`src/rtl/if_pkg.sv`:
```
// Shared types and constants for the instruction fetch buffer.
// Default widths match the if_fetch_buffer parameter defaults.
package if_pkg;

    localparam int IF_ADDR_W  = 64;
    localparam int IF_INSTR_W = 32;

    localparam logic [IF_ADDR_W-1:0] IF_RESET_ADDR = '0;

    typedef enum logic [1:0] {
        IDLE    = 2'd0,
        WAIT    = 2'd1,
        DISCARD = 2'd2
    } fetch_state_t;

    typedef struct packed {
        logic [IF_ADDR_W-1:0]  pc;
        logic [IF_INSTR_W-1:0] instr;
    } fetch_entry_t;

endpackage

```
`src/rtl/if_fifo.sv`:
```
// Synchronous FIFO holding fetched {pc, instr} entries.
// Clear has priority over push/pop; pushes when full and pops when empty are ignored.
module if_fifo #(
    parameter  int WIDTH = 96,
    parameter  int DEPTH = 4,
    localparam int PW    = $clog2(DEPTH),
    localparam int CW    = PW + 1
) (
    input  logic             clk,
    input  logic             reset,
    input  logic             i_clear,
    input  logic             i_push,
    input  logic             i_pop,
    input  logic [WIDTH-1:0] i_wdata,
    output logic [WIDTH-1:0] o_rdata,
    output logic [CW-1:0]    o_count,
    output logic             o_full,
    output logic             o_empty
);

    localparam logic [CW-1:0] FULL_CNT = CW'(DEPTH);

    logic [WIDTH-1:0] r_mem [DEPTH];
    logic [PW-1:0]    r_wr_ptr;
    logic [PW-1:0]    r_rd_ptr;
    logic [CW-1:0]    r_count;
    logic             w_do_push;
    logic             w_do_pop;

    assign w_do_push = i_push && (r_count != FULL_CNT);
    assign w_do_pop  = i_pop && (r_count != '0);

    always_ff @(posedge clk or posedge reset) begin
        if (reset) begin
            r_wr_ptr <= '0;
            r_rd_ptr <= '0;
            r_count  <= '0;
        end else if (i_clear) begin
            r_wr_ptr <= '0;
            r_rd_ptr <= '0;
            r_count  <= '0;
        end else begin
            if (w_do_push) r_wr_ptr <= r_wr_ptr + 1'b1;
            if (w_do_pop)  r_rd_ptr <= r_rd_ptr + 1'b1;
            case ({w_do_push, w_do_pop})
                2'b10:   r_count <= r_count + 1'b1;
                2'b01:   r_count <= r_count - 1'b1;
                default: r_count <= r_count;
            endcase
        end
    end

    // Storage needs no reset; consumers only look at it when count is non-zero.
    always_ff @(posedge clk) begin
        if (w_do_push && !i_clear) r_mem[r_wr_ptr] <= i_wdata;
    end

    assign o_rdata = r_mem[r_rd_ptr];
    assign o_count = r_count;
    assign o_full  = (r_count == FULL_CNT);
    assign o_empty = (r_count == '0);

endmodule

```
`src/rtl/if_fetch_buffer.sv`:
```
// Fetch buffer: issues one instruction-memory request at a time and queues responses for decode.
// Optional macro IF_FETCH_BUFFER_BYPASS_EN lets a response reach decode in its arrival cycle when the queue is empty.
//
// state   | meaning
// IDLE    | no request outstanding; may issue when a slot is free
// WAIT    | request accepted, waiting for its response
// DISCARD | flushed while waiting; next response is dropped
module if_fetch_buffer
    import if_pkg::*;
#(
    parameter int ADDR_WIDTH  = 64,
    parameter int INSTR_WIDTH = 32,
    parameter int DEPTH       = 4
) (
    input  logic                   clk,
    input  logic                   reset,
    input  logic [ADDR_WIDTH-1:0]  pc,
    input  logic                   flush,
    output logic                   if_buffer_stall,
    output logic                   imem_req_valid,
    input  logic                   imem_req_ready,
    output logic [ADDR_WIDTH-1:0]  imem_req_addr,
    input  logic                   imem_rsp_valid,
    input  logic [INSTR_WIDTH-1:0] imem_rsp_data,
    output logic                   id_valid,
    input  logic                   id_ready,
    output logic [INSTR_WIDTH-1:0] id_instr,
    output logic [ADDR_WIDTH-1:0]  id_pc
);

    localparam int EW = ADDR_WIDTH + INSTR_WIDTH;
    localparam int CW = $clog2(DEPTH) + 1;

    fetch_state_t          r_state;
    fetch_state_t          w_state_nxt;
    logic [ADDR_WIDTH-1:0] r_pc;
    logic [CW-1:0]         w_count;
    logic                  w_full;
    logic                  w_empty;
    logic [EW-1:0]         w_head;
    logic                  w_accept;
    logic                  w_rsp_take;
    logic                  w_push;
    logic                  w_pop;
    logic                  w_bypass;

    // A request only goes out with a free slot, so the eventual push always fits.
    assign imem_req_valid  = !reset && (r_state == IDLE) && !flush && !w_full;
    assign w_accept        = imem_req_valid && imem_req_ready;
    assign if_buffer_stall = reset || (!flush && !w_accept);
    assign imem_req_addr   = pc;

    assign w_rsp_take = (r_state == WAIT) && imem_rsp_valid && !flush;

`ifdef IF_FETCH_BUFFER_BYPASS_EN
    assign w_bypass = w_empty && w_rsp_take;
    assign w_push   = w_rsp_take && !(w_bypass && id_ready);
`else
    assign w_bypass = 1'b0;
    assign w_push   = w_rsp_take;
`endif

    assign w_pop    = !reset && (w_count != '0) && id_ready && !flush;
    assign id_valid = !reset && ((w_count != '0) || w_bypass);
    assign id_instr = reset    ? '0 :
                      w_bypass ? imem_rsp_data : w_head[INSTR_WIDTH-1:0];
    assign id_pc    = reset    ? '0 :
                      w_bypass ? r_pc : w_head[EW-1:INSTR_WIDTH];

    always_ff @(posedge clk or posedge reset) begin
        if (reset) begin
            r_state <= IDLE;
            r_pc    <= ADDR_WIDTH'(IF_RESET_ADDR);
        end else begin
            r_state <= w_state_nxt;
            if (w_accept) r_pc <= pc;
        end
    end

    // A response arriving with a flush still retires the outstanding request.
    always_comb begin
        w_state_nxt = r_state;
        case (r_state)
            IDLE:    if (w_accept) w_state_nxt = WAIT;
            WAIT: begin
                if (flush)               w_state_nxt = imem_rsp_valid ? IDLE : DISCARD;
                else if (imem_rsp_valid) w_state_nxt = IDLE;
            end
            DISCARD: if (imem_rsp_valid) w_state_nxt = IDLE;
            default: w_state_nxt = IDLE;
        endcase
    end

    if_fifo #(
        .WIDTH (EW),
        .DEPTH (DEPTH)
    ) u_fifo (
        .clk     (clk),
        .reset   (reset),
        .i_clear (flush),
        .i_push  (w_push),
        .i_pop   (w_pop),
        .i_wdata ({r_pc, imem_rsp_data}),
        .o_rdata (w_head),
        .o_count (w_count),
        .o_full  (w_full),
        .o_empty (w_empty)
    );

endmodule

```
`config.mk`:
```
export PLATFORM = sky130hd
export DESIGN_NAME = if_fetch_buffer
export DESIGN_NICKNAME = d
export VERILOG_FILES = /design/src/rtl/if_pkg.sv /design/src/rtl/if_fifo.sv /design/src/rtl/if_fetch_buffer.sv
export SDC_FILE = /design/constraint.sdc
export NUM_CORES = 1
export LEC_CHECK = 0
export BUFFER_PORTS_ARGS = -buffer_cell sky130_fd_sc_hd__buf_4
export CAP_MARGIN = 10
export CELL_PAD_IN_SITES_DETAIL_PLACEMENT = 2
export CELL_PAD_IN_SITES_GLOBAL_PLACEMENT = 2
export CORE_MARGIN = 5
export CORE_UTILIZATION = 43
export DETAILED_ROUTE_END_ITERATION = 12
export GPL_ROUTABILITY_DRIVEN = 1
export PLACE_DENSITY_LB_ADDON = 0.1
export SLEW_MARGIN = 10
export SYNTH_ARGS = -nofsm -noshare
export SYNTH_HDL_FRONTEND = slang
export SYNTH_SLANG_ARGS = --single-unit
```
`constraint.sdc`:
```
create_clock -name clk -period 4.7 [get_ports clk]
set_clock_uncertainty 0.2 [all_clocks]
set_input_delay 0.235 -clock clk [delete_from_list [all_inputs] [get_ports clk]]
set_output_delay 0.235 -clock clk [all_outputs]
set_load 0.02 [all_outputs]
```
== Word level (Yosys, flattened, before mapping) ==
Memories as Yosys holds them, arrays and structs flattened.
Cells that the tools add are included.

* Register bits after elaboration: 73
* Memory bits (writable): 384
* Input bits: 102
* Output and inout port bits: 163
* Word-level logic and storage cells: 55
* Memories kept: 1

* $add $sub $neg: 4
* Eq/ne operators: 7
* Mux-type cells: 15
* Reductions and logical operators: 23

{| class="wikitable"
|+ Memories
! memory !! depth !! width !! rd ports !! clocked after memory_dff !! write ports !! line !! source
|-
| u_fifo.r_mem || 4 || 96 || 1 || 0 || 1 || if_fifo.sv:23 || <nowiki>logic [WIDTH-1:0] r_mem [DEPTH];</nowiki>
|}

{| class="wikitable"
|+ Operators by type and width
! cell !! count
|-
| $mux 64 || 1
|-
| $mux 32 || 1
|-
| $mux 2 || 8
|-
| $logic_and 1x1->1 || 13
|-
| $pmux 2 s3 || 1
|-
| $pmux 3 s2 || 1
|-
| $reduce_bool 3->1 || 2
|-
| $add 2x1->2 const B || 2
|-
| $eq 2x1->1 const B || 2
|-
| $eq 2x2->1 const B || 2
|-
| $logic_not 1->1 || 4
|-
| $reduce_bool 2->1 || 2
|-
| $add 3x1->3 const B || 1
|-
| $eq 3x3->1 const B || 1
|-
| $mux 3 || 1
|-
| $ne 3x3->1 const B || 1
|-
| $sub 3x1->3 const B || 1
|-
| $logic_not 2->1 || 1
|-
| $mux 1 || 2
|-
| $ne 2x2->1 const B || 1
|-
| $logic_or 1x1->1 || 1
|}

== Logic depth before layout (Yosys ltp) ==
* Depth after elaboration: 8
* Depth in mapped cells: 9
* Gate-level depth less buffers: 8

== Cells and area by module ==
From an unflattened synthesis, not the netlist that was laid out.

* Cell total of the unflattened synthesis: 891
* Area, all modules: 18198.7 um2

{| class="wikitable"
|+ By module, submodules not included
! module !! times used !! cells an instance !! area an instance (um2) !! seq. area each (um2)
|-
| if_fifo || 1 || 567 || 14403.8 || 11706.2
|-
| if_fetch_buffer || 1 || 324 || 3794.9 || 1651.6
|}

== Least setup slack after synthesis ==
Ideal clock, no wire load.

* Path type: register to register
* Start: register r_state[1]
* End: memory u_fifo.r_mem[0][0], enable pin
* Library setup time: 466 ps
* Data arrival time: 3500 ps
* Required time: 4034 ps
* Path slack: 534 ps
* Stages on the path, launching flop included: 5
* Buffers on the path: 1
* Period minus slack after synthesis: 4166 ps
* Cell sequence: dfrtp_1 > nand4bb_1 > a21oi_1 > clkbuf_1 > and2_1

* Longest elaborated chain between the ends: 7

{| class="wikitable"
|+ RTL lines
! item !! line !! source
|-
| from (decl) || if_fetch_buffer.sv:34 || <nowiki>fetch_state_t r_state;</nowiki>
|-
| from (signal assigned) || if_fetch_buffer.sv:75 || <nowiki>r_state <= w_state_nxt;</nowiki>
|-
| $eq 2x1->1 || if_fetch_buffer.sv:53 || <nowiki>assign w_rsp_take = (r_state == WAIT) && imem_rsp_valid && !flush;</nowiki>
|-
| $logic_and 1x1->1 (2 in series) || if_fetch_buffer.sv:53 ||
|-
| $logic_and 1x1->1 || if_fifo.sv:30 || <nowiki>assign w_do_push = i_push && (r_count != FULL_CNT);</nowiki>
|-
| $logic_and 1x1->1 || if_fifo.sv:55 || <nowiki>if (w_do_push && !i_clear) r_mem[r_wr_ptr] <= i_wdata;</nowiki>
|-
| $mux 1 || if_fifo.sv:55 ||
|-
| $mux 1 (not written as such) || if_fifo.sv:55 ||
|-
| to (decl) || if_fifo.sv:23 ||
|}

No other way between the ends.

== Worst setup path in the final report ==
* Start: register u_fifo.r_rd_ptr[0]
* End: output id_pc[32]

* Longest elaborated chain between the ends: 2

{| class="wikitable"
|+ RTL lines
! item !! line !! source
|-
| from (decl) || if_fifo.sv:25 || <nowiki>logic [PW-1:0] r_rd_ptr;</nowiki>
|-
| from (signal assigned) || if_fifo.sv:44 || <nowiki>if (w_do_pop) r_rd_ptr <= r_rd_ptr + 1'b1;</nowiki>
|-
| $mem_v2 4x96 || -- ||
|-
| $mux 64 || if_fetch_buffer.sv:67 || <nowiki>assign id_pc = reset ? '0 :</nowiki>
|-
| to (decl) || if_fetch_buffer.sv:28 || <nowiki>output logic [ADDR_WIDTH-1:0] id_pc</nowiki>
|}

No other way between the ends.

==> impl_metrics.env <==
export IMPL_hold_viol_final=0
export IMPL_dp_hpwl_um=28380
export IMPL_gp_congestion=0.6834
export IMPL_crit_type="reg -> out"
export IMPL_grtUsageTotal_pct=20.24
export IMPL_numCtsBuffers=48
export IMPL_grt_overflow=0
export IMPL_synthMuxAreaShare_pct=17.02
export IMPL_cts_buffer_depth=3
export IMPL_dieArea_um2=46410
export IMPL_rrSetupSlack_ps=1800
export IMPL_cpPeakStageDelay_ps=950
export IMPL_drive_gt1_share_pct=40.08
export IMPL_core_area_um2=41850
export IMPL_drt_total_wl_um=46840
export IMPL_num_vias=9173
export IMPL_synth_area_per_cell_um2=20.62
export IMPL_setup_viol=0
export IMPL_cts_setup_buffers=0
export IMPL_synth_warning_count=0
export IMPL_synth_top_family_by_area="multiplexers"
export IMPL_final_cell_mix="edfxtp_1 (384), buf_4 (275), dlygate4sd3_1 (102)"
export IMPL_dr_pass1_iters=5
export IMPL_wl_per_cell_um=26.23
export IMPL_synth_fp_nets=987
export IMPL_end_kind="output port"
export IMPL_timing_rr_start="u_fifo.o_count[0]"
export IMPL_worstSetupEndpoint="id_pc[32]"
export IMPL_slew_headroom_pct=26.67
export IMPL_synth_edf_count=384
export IMPL_rsz0062_at_grt="false"
export IMPL_setup_tns_ps=0
export IMPL_rows=75
export IMPL_grt_max_degree=79
export IMPL_drtIter0Drc=442
export IMPL_ys_types=39
export IMPL_critPathLaunch="u_fifo.r_rd_ptr[0]"
export IMPL_crit_required_ps=4260
export IMPL_synth_ff_latch_count=457
export IMPL_antenna_found_initial=1
export IMPL_cts_tree="built"
export IMPL_cts_resized=0
export IMPL_maxCapViolations=0
export IMPL_reg2reg_to="r_pc[45]"
export IMPL_timing_worst_slew_pin_value_ps=1100
export IMPL_vias_per_cell=5.136
export IMPL_io_buffers=264
export IMPL_cp_max_fo=37
export IMPL_die_y_um=215.4
export IMPL_synth_compound_area_share_pct=0.4896
export IMPL_async_flop_share_pct=15.97
export IMPL_path_common_cell="buf_4"
export IMPL_finalNetCount=1314
export IMPL_ant_nets=0
export IMPL_clock_sinks=457
export IMPL_clk_latency_ps=560
export IMPL_final_common_cell="edfxtp_1"
export IMPL_ir_drop_uv=233.0
export IMPL_nFillCells=3580
export IMPL_clk_pin_slew_ps=60
export IMPL_synthXorXnorAreaFrac_pct=0.2413
export IMPL_synth_fa_ha_area_share_pct=0.3862
export IMPL_power_density_nw_per_um2=409.6
export IMPL_crit_path_start_kind="flop"
export IMPL_grt_pass1_wl_um=71280
export IMPL_crit_chain="buf_4 -> mux4_2 -> and2_1 -> buf_4"
export IMPL_ys_seq_area_share_pct=73.62
export IMPL_fmax_mhz=295.8
export IMPL_htreeDepth=2
export IMPL_p_leak_nw=8.322
export IMPL_hold_class="in -> reg"
export IMPL_first_global_vias=10800
export IMPL_ys_flop_type="edfxtp_1"
export IMPL_pin_count=265
export IMPL_slew_violations=0
export IMPL_cp_arrival_ps=2950
export IMPL_syn_area_um2=18140
export IMPL_r2r_cells=5
export IMPL_areaGrowthSynthToFinish_pct=25.93
export IMPL_drc_errors=0
export IMPL_utilization_pct=54.59
export IMPL_yosys_area_share_simple_pct=4.241
export IMPL_cpMaxStageDelayCell="dfrtp_4"
export IMPL_min_period_over_period_pct=71.92
export IMPL_power_mw=9.360
export IMPL_status="complete, no violations"
export IMPL_min_period_ps=3380
export IMPL_dieWidth_um=215.4
export IMPL_netlist_instances=880
export IMPL_start_util_pct=43.35
export IMPL_cts_root_buf="clkbuf_16"
==> Yosys cell counts (2+ instances only) <==
cell | count | share of area [%]
edfxtp_1 | 384 | 64
and2_1 | 101 | 3.5
mux4_2 | 96 | 12
dfrtp_1 | 73 | 10
buf_4 | 64 | 2.6
mux2_4 | 49 | 4.1
clkbuf_1 | 22 | 0.46
mux2_1 | 15 | 0.93
buf_2 | 14 | 0.39
inv_1 | 7 | 0.14
buf_6 | 6 | 0.37
nor2_1 | 6 | 0.12
ha_1 | 4 | 0.28
a21oi_1 | 3 | 0.083
nand2b_1 | 3 | 0.10
or4_1 | 3 | 0.12
xnor2_1 | 3 | 0.14
nand2_1 | 2 | 0.041
nor3_1 | 2 | 0.055
o211ai_1 | 2 | 0.083
o21ai_0 | 2 | 0.055
xor2_1 | 2 | 0.097
==> flip-flops by register name, indices dropped and copies added (netlist names) <==
name and count:
r_pc 64, u_fifo.o_count 3, u_fifo.r_mem 384, u_fifo.r_rd_ptr 2, u_fifo.r_wr_ptr 2, r_state 2
==> layout make-up <==
class                           count  area, µm²  area share, %
Clock inverter                     24      181.4         0.7940
Timing Repair Buffer              383       3206          14.03
Inverter                            7      31.28         0.1369
Clock buffer                       64       1313          5.744
Multi-Input combinational cell    310       4074          17.83
Tap cell                          539      674.4          2.951
Sequential cell                   457      13370          58.49
Antenna cell                        2      5.005        0.02190
==> through the flow <==
step | std cells | instance area (µm²) | setup WS, ps | hold WS, ps
finish | 1786 | 22850 | 1320 | 90.35
global route | 1784 | 22840 | 1122 | 140.6
CTS | 1784 | 22840 | 1210 | 59.27
detailed placement | 1594 | 20330 | 1756 | 213.1
global placement | 1594 | 20330 | 1825 | 216.1
floorplan | 880 | 18140 | 534.4 | 98.14
==> power breakdown <==
part           internal [mW]  switching (mW)
clock                   2.12            1.54
combinational          0.433           0.332
sequential              4.71           0.233
total                   7.26            2.10
==> how the worst min path moves through the flow <==
stage	cells after the start	from	to
3_3_place_gp	2	imem_rsp_valid	r_state[1]
5_1_grt	5	id_ready	u_fifo.o_count[2]
4_1_cts	5	id_ready	u_fifo.o_count[2]
3_5_place_dp	2	imem_rsp_valid	r_state[1]
2_1_floorplan	1	imem_rsp_valid	r_state[1]
6_report	5	id_ready	u_fifo.o_count[2]
==> metal layers <==
| layer | vias up | track usage [%] | part of all wire (%) |
|---|---|---|---|
| met5 | - | 0 | 0 |
| met4 | 0 | 4.971 | 1.6 |
| met3 | 43 | 3.643 | 4.4 |
| met2 | 233 | 36.16 | 53 |
| met1 | 4868 | 25.88 | 41 |
| li1 | 4029 | - | - |
==> cell families after synthesis <==
logic type | count (synthesis)
AO/OA/AOI/OAI | 13
XOR/XNOR | 5
adder cells (fa/ha/maj) | 5
buffers and inverters | 113
flip-flops | 457
multiplexers | 162
AND/OR/NAND/NOR | 125
==> worst max-delay path: cells and delay by family (launching register included) <==
family / cells / cell delay (ps)
multiplexers: 1 / 560
buffers and inverters: 2 / 630
AND/OR/NAND/NOR: 1 / 210
flip-flops: 1 / 950
==> repair_timing <==
| action | CTS | global route |
|---|---|---|
| hold buffers | 102 | 0 |
| hold endpoints to repair | 244 | 0 |
| setup endpoints to repair | 0 | 0 |
(Power assumes the default switching activity.)
